**src/rtl/axi_r_buffer.sv**
```systemverilog
// AXI R-channel return buffer: DEPTH-entry FIFO with occupancy flags and an
// optional store-and-forward mode that holds data until a whole burst is stored.
module axi_r_buffer #(
    parameter int ID_WIDTH    = 4,
    parameter int DATA_WIDTH  = 32,
    parameter int DEPTH       = 4,
    parameter int AF_THRESH   = DEPTH - 1,
    parameter int PACKET_MODE = 0
) (
    input  logic                        ACLK,
    input  logic                        ARESETn,
    input  logic [ID_WIDTH-1:0]         s_RID,
    input  logic [DATA_WIDTH-1:0]       s_RDATA,
    input  logic [1:0]                  s_RRESP,
    input  logic                        s_RLAST,
    input  logic                        s_RVALID,
    output logic                        s_RREADY,
    output logic [ID_WIDTH-1:0]         m_RID,
    output logic [DATA_WIDTH-1:0]       m_RDATA,
    output logic [1:0]                  m_RRESP,
    output logic                        m_RLAST,
    output logic                        m_RVALID,
    input  logic                        m_RREADY,
    output logic [$clog2(DEPTH):0]      level,
    output logic                        full,
    output logic                        empty,
    output logic                        almost_full
);

    localparam int PTR_W   = $clog2(DEPTH);
    localparam int LVL_W   = PTR_W + 1;
    localparam int ENTRY_W = ID_WIDTH + DATA_WIDTH + 3;

    logic [ENTRY_W-1:0] mem_q [DEPTH];

    logic [PTR_W-1:0] wr_ptr_q, wr_ptr_d;
    logic [PTR_W-1:0] rd_ptr_q, rd_ptr_d;
    logic [LVL_W-1:0] level_q, level_d;
    logic [LVL_W-1:0] burst_cnt_q, burst_cnt_d;
    logic             flush_q, flush_d;

    logic push;
    logic pop;
    logic last_in;
    logic last_out;

    assign full        = (level_q == LVL_W'(DEPTH));
    assign empty       = (level_q == '0);
    assign almost_full = (level_q >= LVL_W'(AF_THRESH));
    assign level       = level_q;

    // Ready depends only on registered state, never on m_RREADY.
    assign s_RREADY = ~full;
    assign m_RVALID = ~empty & ((PACKET_MODE == 0) | (burst_cnt_q != '0) | flush_q);

    assign {m_RID, m_RDATA, m_RRESP, m_RLAST} = mem_q[rd_ptr_q];

    assign push     = s_RVALID & s_RREADY;
    assign pop      = m_RVALID & m_RREADY;
    assign last_in  = push & s_RLAST;
    assign last_out = pop & m_RLAST;

    always_comb begin
        wr_ptr_d    = wr_ptr_q;
        rd_ptr_d    = rd_ptr_q;
        level_d     = level_q;
        burst_cnt_d = burst_cnt_q;
        flush_d     = flush_q;

        if (push) wr_ptr_d = wr_ptr_q + PTR_W'(1);
        if (pop)  rd_ptr_d = rd_ptr_q + PTR_W'(1);

        case ({push, pop})
            2'b10:   level_d = level_q + LVL_W'(1);
            2'b01:   level_d = level_q - LVL_W'(1);
            default: level_d = level_q;
        endcase

        case ({last_in, last_out})
            2'b10:   burst_cnt_d = burst_cnt_q + LVL_W'(1);
            2'b01:   burst_cnt_d = burst_cnt_q - LVL_W'(1);
            default: burst_cnt_d = burst_cnt_q;
        endcase

        // A full buffer with no complete burst can never release data on its
        // own, so drain cut-through until the partial burst's last beat leaves.
        if (last_out)
            flush_d = 1'b0;
        else if (full && (burst_cnt_q == '0))
            flush_d = 1'b1;
    end

    always_ff @(posedge ACLK) begin
        if (!ARESETn) begin
            wr_ptr_q    <= '0;
            rd_ptr_q    <= '0;
            level_q     <= '0;
            burst_cnt_q <= '0;
            flush_q     <= 1'b0;
        end else begin
            wr_ptr_q    <= wr_ptr_d;
            rd_ptr_q    <= rd_ptr_d;
            level_q     <= level_d;
            burst_cnt_q <= burst_cnt_d;
            flush_q     <= flush_d;
        end
    end

    always_ff @(posedge ACLK) begin
        if (ARESETn && push)
            mem_q[wr_ptr_q] <= {s_RID, s_RDATA, s_RRESP, s_RLAST};
    end

endmodule

```
**config.mk**
```make
export PLATFORM = sky130hd
export DESIGN_NAME = axi_r_buffer
export DESIGN_NICKNAME = d
export VERILOG_FILES = /design/src/rtl/axi_r_buffer.sv
export SDC_FILE = /design/constraint.sdc
export NUM_CORES = 1
export LEC_CHECK = 0
export BUFFER_PORTS_ARGS = -buffer_cell sky130_fd_sc_hd__buf_4
export CAP_MARGIN = 25
export CORE_MARGIN = 4
export CORE_UTILIZATION = 30
export DETAILED_ROUTE_END_ITERATION = 10
export HOLD_SLACK_MARGIN = 0.1
export PLACE_DENSITY = 0.56
export SYNTH_ARGS = -nofsm -noshare
export SYNTH_HDL_FRONTEND = slang
export SYNTH_SLANG_ARGS = --single-unit
```
**constraint.sdc**
```tcl
create_clock -name ACLK -period 4.9 [get_ports ACLK]
set_input_delay 0.245 -clock ACLK [delete_from_list [all_inputs] [get_ports ACLK]]
set_output_delay 0.245 -clock ACLK [all_outputs]
set_load 0.05 [all_outputs]
```
==> Word level (Yosys, flattened, before mapping) <==
Memories as Yosys holds them, arrays and structs flattened. A register that Yosys moved wholly into a read port is not among the register bits.
Cells that the tools add are included.
Widths: inputs -> output; s select.
{ "classes": {"order_cmp": 1, "bitwise_logic": 4, "eq_ne": 3, "reduce_logical": 3, "muxes": 5, "add_sub_neg": 4} }
{ "ops": {"columns": ["op", "n"], "rows": [
  ["$pmux 3 s2", 1],
  ["$add 2x1->2 const B", 2],
  ["$mux 2", 2],
  ["$add 3x1->3 const B", 1],
  ["$eq 3x3->1 const B", 1],
  ["$ge 3x2->1 const B", 1],
  ["$logic_not 3->1", 1],
  ["$sub 3x1->3 const B", 1],
  ["$and 1x1->1", 2],
  ["$eq 2x1->1 const B", 1],
  ["$eq 2x2->1 const B", 1],
  ["$mux 1", 2],
  ["$not 1->1", 2],
  ["$reduce_bool 2->1", 1],
  ["$logic_and 1x1->1", 1]
]} }
{ "word_totals": {"elab_cells": 24, "mem_count": 1, "regBits": 7, "out_inout_bits": 47, "input_bits": 43, "ramBits": 156} }
{ "mem_list": {"columns": ["name", "depth", "word_bits", "rd", "rd_ports_with_merged_regs", "write_ports", "line_no", "source"], "rows": [
  ["mem_q", 4, 39, 1, 1, 1, "34", "logic [ENTRY_W-1:0] mem_q [DEPTH];"]
]} }

==> Logic depth before layout (Yosys ltp) <==
{ "depth": {"depth_word": 6, "mapped_depth": 12, "mapped_depth_nobuf": 11} }

==> Worst setup path before layout <==
OpenSTA, ideal clock, no wires.
{ "synth_path": {"path_kind": "reg2reg", "startpoint": "reg level_q[1], in the netlist level[1]", "endpoint": "mem mem_q[0][0] (netlist bit), enable pin", "n_path_buf": 1, "path_stages_with_launch": 7, "synth_period_minus_slack_ns": 3.420, "t_required_ns": 4.500, "setup_time_ns": 0.400, "slack_ns": 1.480, "t_arrival_ns": 3.020, "path_cell_list": "dfxtp_1 inv_1 nand3_1 inv_1 nor2b_1 clkbuf_2 and3_1"} }
{ "synth_via": {"elab_chain_cells": 6} }
{ "synth_rtl": {"columns": ["element", "line_no", "source"], "rows": [
  ["from (decl)", "38", "logic [LVL_W-1:0] level_q, level_d;"],
  ["from (signal assigned)", "103", "level_q <= level_d;"],
  ["$eq 3x3->1", "47", "assign full = (level_q == LVL_W'(DEPTH));"],
  ["$not 1->1", "53", "assign s_RREADY = ~full;"],
  ["named net s_RREADY", "17", "output logic s_RREADY,"],
  ["$and 1x1->1", "58", "assign push = s_RVALID & s_RREADY;"],
  ["$logic_and 1x1->1", "110", "if (ARESETn && push)"],
  ["$mux 1", "110", null],
  ["$mux 1 (implied by the code)", "111", "mem_q[wr_ptr_q] <= {s_RID, s_RDATA, s_RRESP, s_RLAST};"],
  ["to (decl)", "34", null]
]} }
The timed path passes the listed nets, and every way through them passes these cells.

==> impl_table.tex <==
\begin{tabular}{lr}
\hline
Metric & Value \\
\hline
\multicolumn{2}{l}{\textbf{Run status}} \\
\quad Status & complete, no violations \\
\multicolumn{2}{l}{\textbf{Critical path}} \\
\quad WS Path Type & flop to output pin \\
\quad Crit path required time & roughly 4.7 ns \\
\quad CP Capture Type & output pin \\
\quad Type of element launching the critical path & flop \\
\quad Max Fanout on Critical Path & 39 \\
\quad Reg-to-reg startpoint & level[0] \\
\quad Worst endpoint data arrival time & $\sim$2.2 ns \\
\multicolumn{2}{l}{\textbf{Logic synthesis}} \\
\quad Mean area per synthesized cell & about 24 µm² \\
\quad Post-synthesis cell area & approximately 6100 µm² \\
\quad Sequential-to-total area share from yosys stat & 0.795 \\
\quad Mapped Cells & 260 \\
\quad Number of nets produced by synthesis & between 300 and 400 \\
\quad Synthesis Warnings & 0 \\
\quad Post-synthesis cell type count & 27 \\
\quad Total of flip-flops plus latches after synthesis & approximately 170 \\
\multicolumn{2}{l}{\textbf{Clock tree}} \\
\quad Clock root buffer master & sky130\_fd\_sc\_hd\_\_clkbuf\_16 \\
\quad Number of clock sinks & 165 \\
\quad H-tree depth reported by CTS & 4 \\
\quad Worst-skew pair later-pin latency & approximately 0.42 ns \\
\quad Number of buffers on the longest clock path & 2 \\
\quad Buffers inserted during post-CTS setup optimization & 0 \\
\quad Number of clock buffers inserted by TritonCTS & 17 \\
\quad CTS tree & yes \\
\quad Clock-pin slew on the worst setup and hold paths & approximately 0.060 ns \\
\multicolumn{2}{l}{\textbf{STA}} \\
\quad Slew Limit Headroom & 0.453 \\
\quad Worst-Margin Slew & 0.821 ns \\
\quad Clock period minus worst slack & roughly 2.4 ns \\
\quad Clock skew after layout & 0.00468 ns \\
\quad Final Max Slew Viols & 0 \\
\quad Fmax & between 400 and 500 MHz \\
\quad TNS Setup & 0 ns \\
\quad Hold Fails Final Rpt & 0 \\
\quad Count of final setup violators & 0 \\
\quad Final worst path period share & 0.493 \\
\quad Unrepaired setup endpoints after global routing & false \\
\multicolumn{2}{l}{\textbf{Drt}} \\
\quad Overall via count from detail\_route & approximately 3,000 \\
\quad Iteration-0 DRC Markers & 155 \\
\quad WL final & between 10 and 15 mm \\
\quad Number of nets with antenna violations after routing & 0 \\
\quad Number of remaining DRC errors & 0 \\
\quad First-pass DRT Iterations & 4 \\
\quad Wirelength per Cell & roughly 17 µm \\
\quad DR vias/cell & about 4.4 \\
\multicolumn{2}{l}{\textbf{GRT}} \\
\quad Combined global-route utilization of all metal layers & 0.107 \\
\quad Maximum number of pins on one net before global-route repair & 40 \\
\quad Wire length of the first global-routing pass & between 15 and 20 mm \\
\quad Vias in the first global route & about 3,200 \\
\quad Sum of overflow across all layers after global routing & 0 \\
\quad Initial antenna violation count & 0 \\
\multicolumn{2}{l}{\textbf{Floorplanning}} \\
\quad Width of the die & roughly 150 µm \\
\quad Total I/O pin count & 90 \\
\quad Die Y & 151 µm \\
\quad Initial core utilization & 0.309 \\
\quad Core Footprint & 19,800 µm² \\
\quad Number of rows in the core area & 51 \\
\quad Total die area & roughly 23,000 µm² \\
\multicolumn{2}{l}{\textbf{Worst hold path}} \\
\quad Worst hold start & m\_RREADY \\
\quad Type of the tightest min-delay check & input port to flop \\
\multicolumn{2}{l}{\textbf{Layout}} \\
\quad Area used by multi-input combinational logic & $\sim$1200 µm² \\
\quad Final \#Nets & roughly 450 \\
\quad Most frequent cells in the layout & sky130\_fd\_sc\_hd\_\_edfxtp\_1 (156), sky130\_fd\_sc\_hd\_\_buf\_4 (89), sky130\_fd\_sc\_hd\_\_mux4\_2 (39), sky130\_fd\_sc\_hd\_\_dlygate4sd3\_1 (39), sky130\_fd\_sc\_hd\_\_clkbuf\_16 (17) \\
\quad Area of all placed cells without fillers & 8060 µm² \\
\quad Sequential cell area in the final layout & just under 5000 µm² \\
\quad P\&R area growth vs syn & 31.6\% \\
\quad Most frequent standard cell in the layout excluding fill and tap cells & sky130\_fd\_sc\_hd\_\_edfxtp\_1 \\
\quad Antenna diode instance count & 0 \\
\quad Fill cell total of the finished layout & approximately 1,800 \\
\quad Proportion of layout cells with a drive suffix above 1 & 0.400 \\
\multicolumn{2}{l}{\textbf{Place}} \\
\quad PortBufs & between 80 and 90 \\
\quad Routability congestion estimate & between 0.7 and 0.8 \\
\quad Dpl hpwl & 7.57 mm \\
\quad Dpl cell area & just over 7000 µm² \\
\multicolumn{2}{l}{\textbf{Pwr}} \\
\quad Peak ir drop on the vdd network & approximately 340 µV \\
\quad Static leakage & approximately 0.0027 µW \\
\quad Power density over cell area & 509 nW/µm² \\
\multicolumn{2}{l}{\textbf{Flow run}} \\
\quad Number of violations of the max-capacitance limit & 0 \\
\hline
\end{tabular}
## sequential cells by signal (all words and copies together), names as in the netlist, named ones only
register  count
level         3
mem_q       156
rd_ptr_q      2
wr_ptr_q      2
## cell families after synthesis
kind of cell             share of synthesized area
AO/OA/AOI/OAI                              0.00777
XOR/XNOR                                   0.00286
adder cells (fa/ha/maj)                     0.0135
buffers and inverters                       0.0153
flip-flops                                   0.795
multiplexers                                 0.147
AND/OR/NAND/NOR                             0.0190
## report_power, final
part | internal, µW | leakage [µW] | switching (µW) | total, µW
logic | 473 | 0.000997 | 754 | 1230
clock network | 629 | 0.000240 | 486 | 1110
registers | 1640 | 0.00149 | 116 | 1760
total | 2740 | 0.00273 | 1360 | 4100
## synth_stat cells (all sizes together)
cell	instances	area share
mux4	39	0.14
xor2	1	0.0014
a21boi	2	0.0025
nand2	7	0.0043
fa	1	0.0033
xnor2	1	0.0014
mux2i	2	0.0033
buf	6	0.0078
clkbuf	4	0.0027
nand3	1	0.00082
or3	3	0.0039
dfxtp	9	0.029
o21ai	5	0.0041
nand4b	1	0.0014
a21o	1	0.0012
and3	4	0.0041
edfxtp	156	0.77
inv	8	0.0049
ha	5	0.010
and2	3	0.0035
nor2b	1	0.0010
## layout make-up
| class | count | share of cell area |
|---|---|---|
| clock inverter | 14 | 0.00870 |
| timing repair buffer | 133 | 0.144 |
| inverter | 8 | 0.00373 |
| sequential | 165 | 0.604 |
| clock buffer | 18 | 0.0533 |
| tap | 265 | 0.0412 |
| multi-input combinational | 77 | 0.145 |
## routing by layer
layer / vias up / part of all wire / track usage
met2: 72 / 0.49 / 0.173
li1: 1359 / - / -
met4: 0 / 0.018 / 0.0449
met1: 1511 / 0.43 / 0.132
met3: 19 / 0.057 / 0.0344
met5: - / 0 / 0
## worst max-delay path: stages, from the launching register on
cell	delay [ns]
sky130_fd_sc_hd__dfxtp_4	0.89
sky130_fd_sc_hd__mux4_2	0.63
sky130_fd_sc_hd__buf_4	0.21
## per-stage QoR
step	hold WS, ns	worst slack (ns)	power, µW	util	instances
2_1_floorplan	0.344	1.48	2650	-	260
3_3_place_gp	0.444	2.50	3000	0.357	604
3_5_place_dp	0.449	2.55	3020	0.362	609
4_1_cts	0.109	2.37	4170	0.407	680
5_1_grt	0.126	2.31	4280	0.407	680
6_report	0.131	2.48	4100	0.407	680
## final timing paths
kind / endpoint / slack, ns / depth (start not counted)
hold / removal: flop / 0.13 / 3
setup reg to reg: level[2] / 2.54 / 11
setup / recovery: m_RDATA[0] / 2.48 / 2
hold reg to reg: flop / 0.50 / 2
## repair_timing
| item | in CTS | in global routing |
|---|---|---|
| hold buffers | 39 | 0 |
| endpoints found under the setup margin | 0 | 0 |
| hold endpoints to repair | 156 | 0 |
| resized for setup | 0 | 0 |
(Power assumes the default switching activity.)
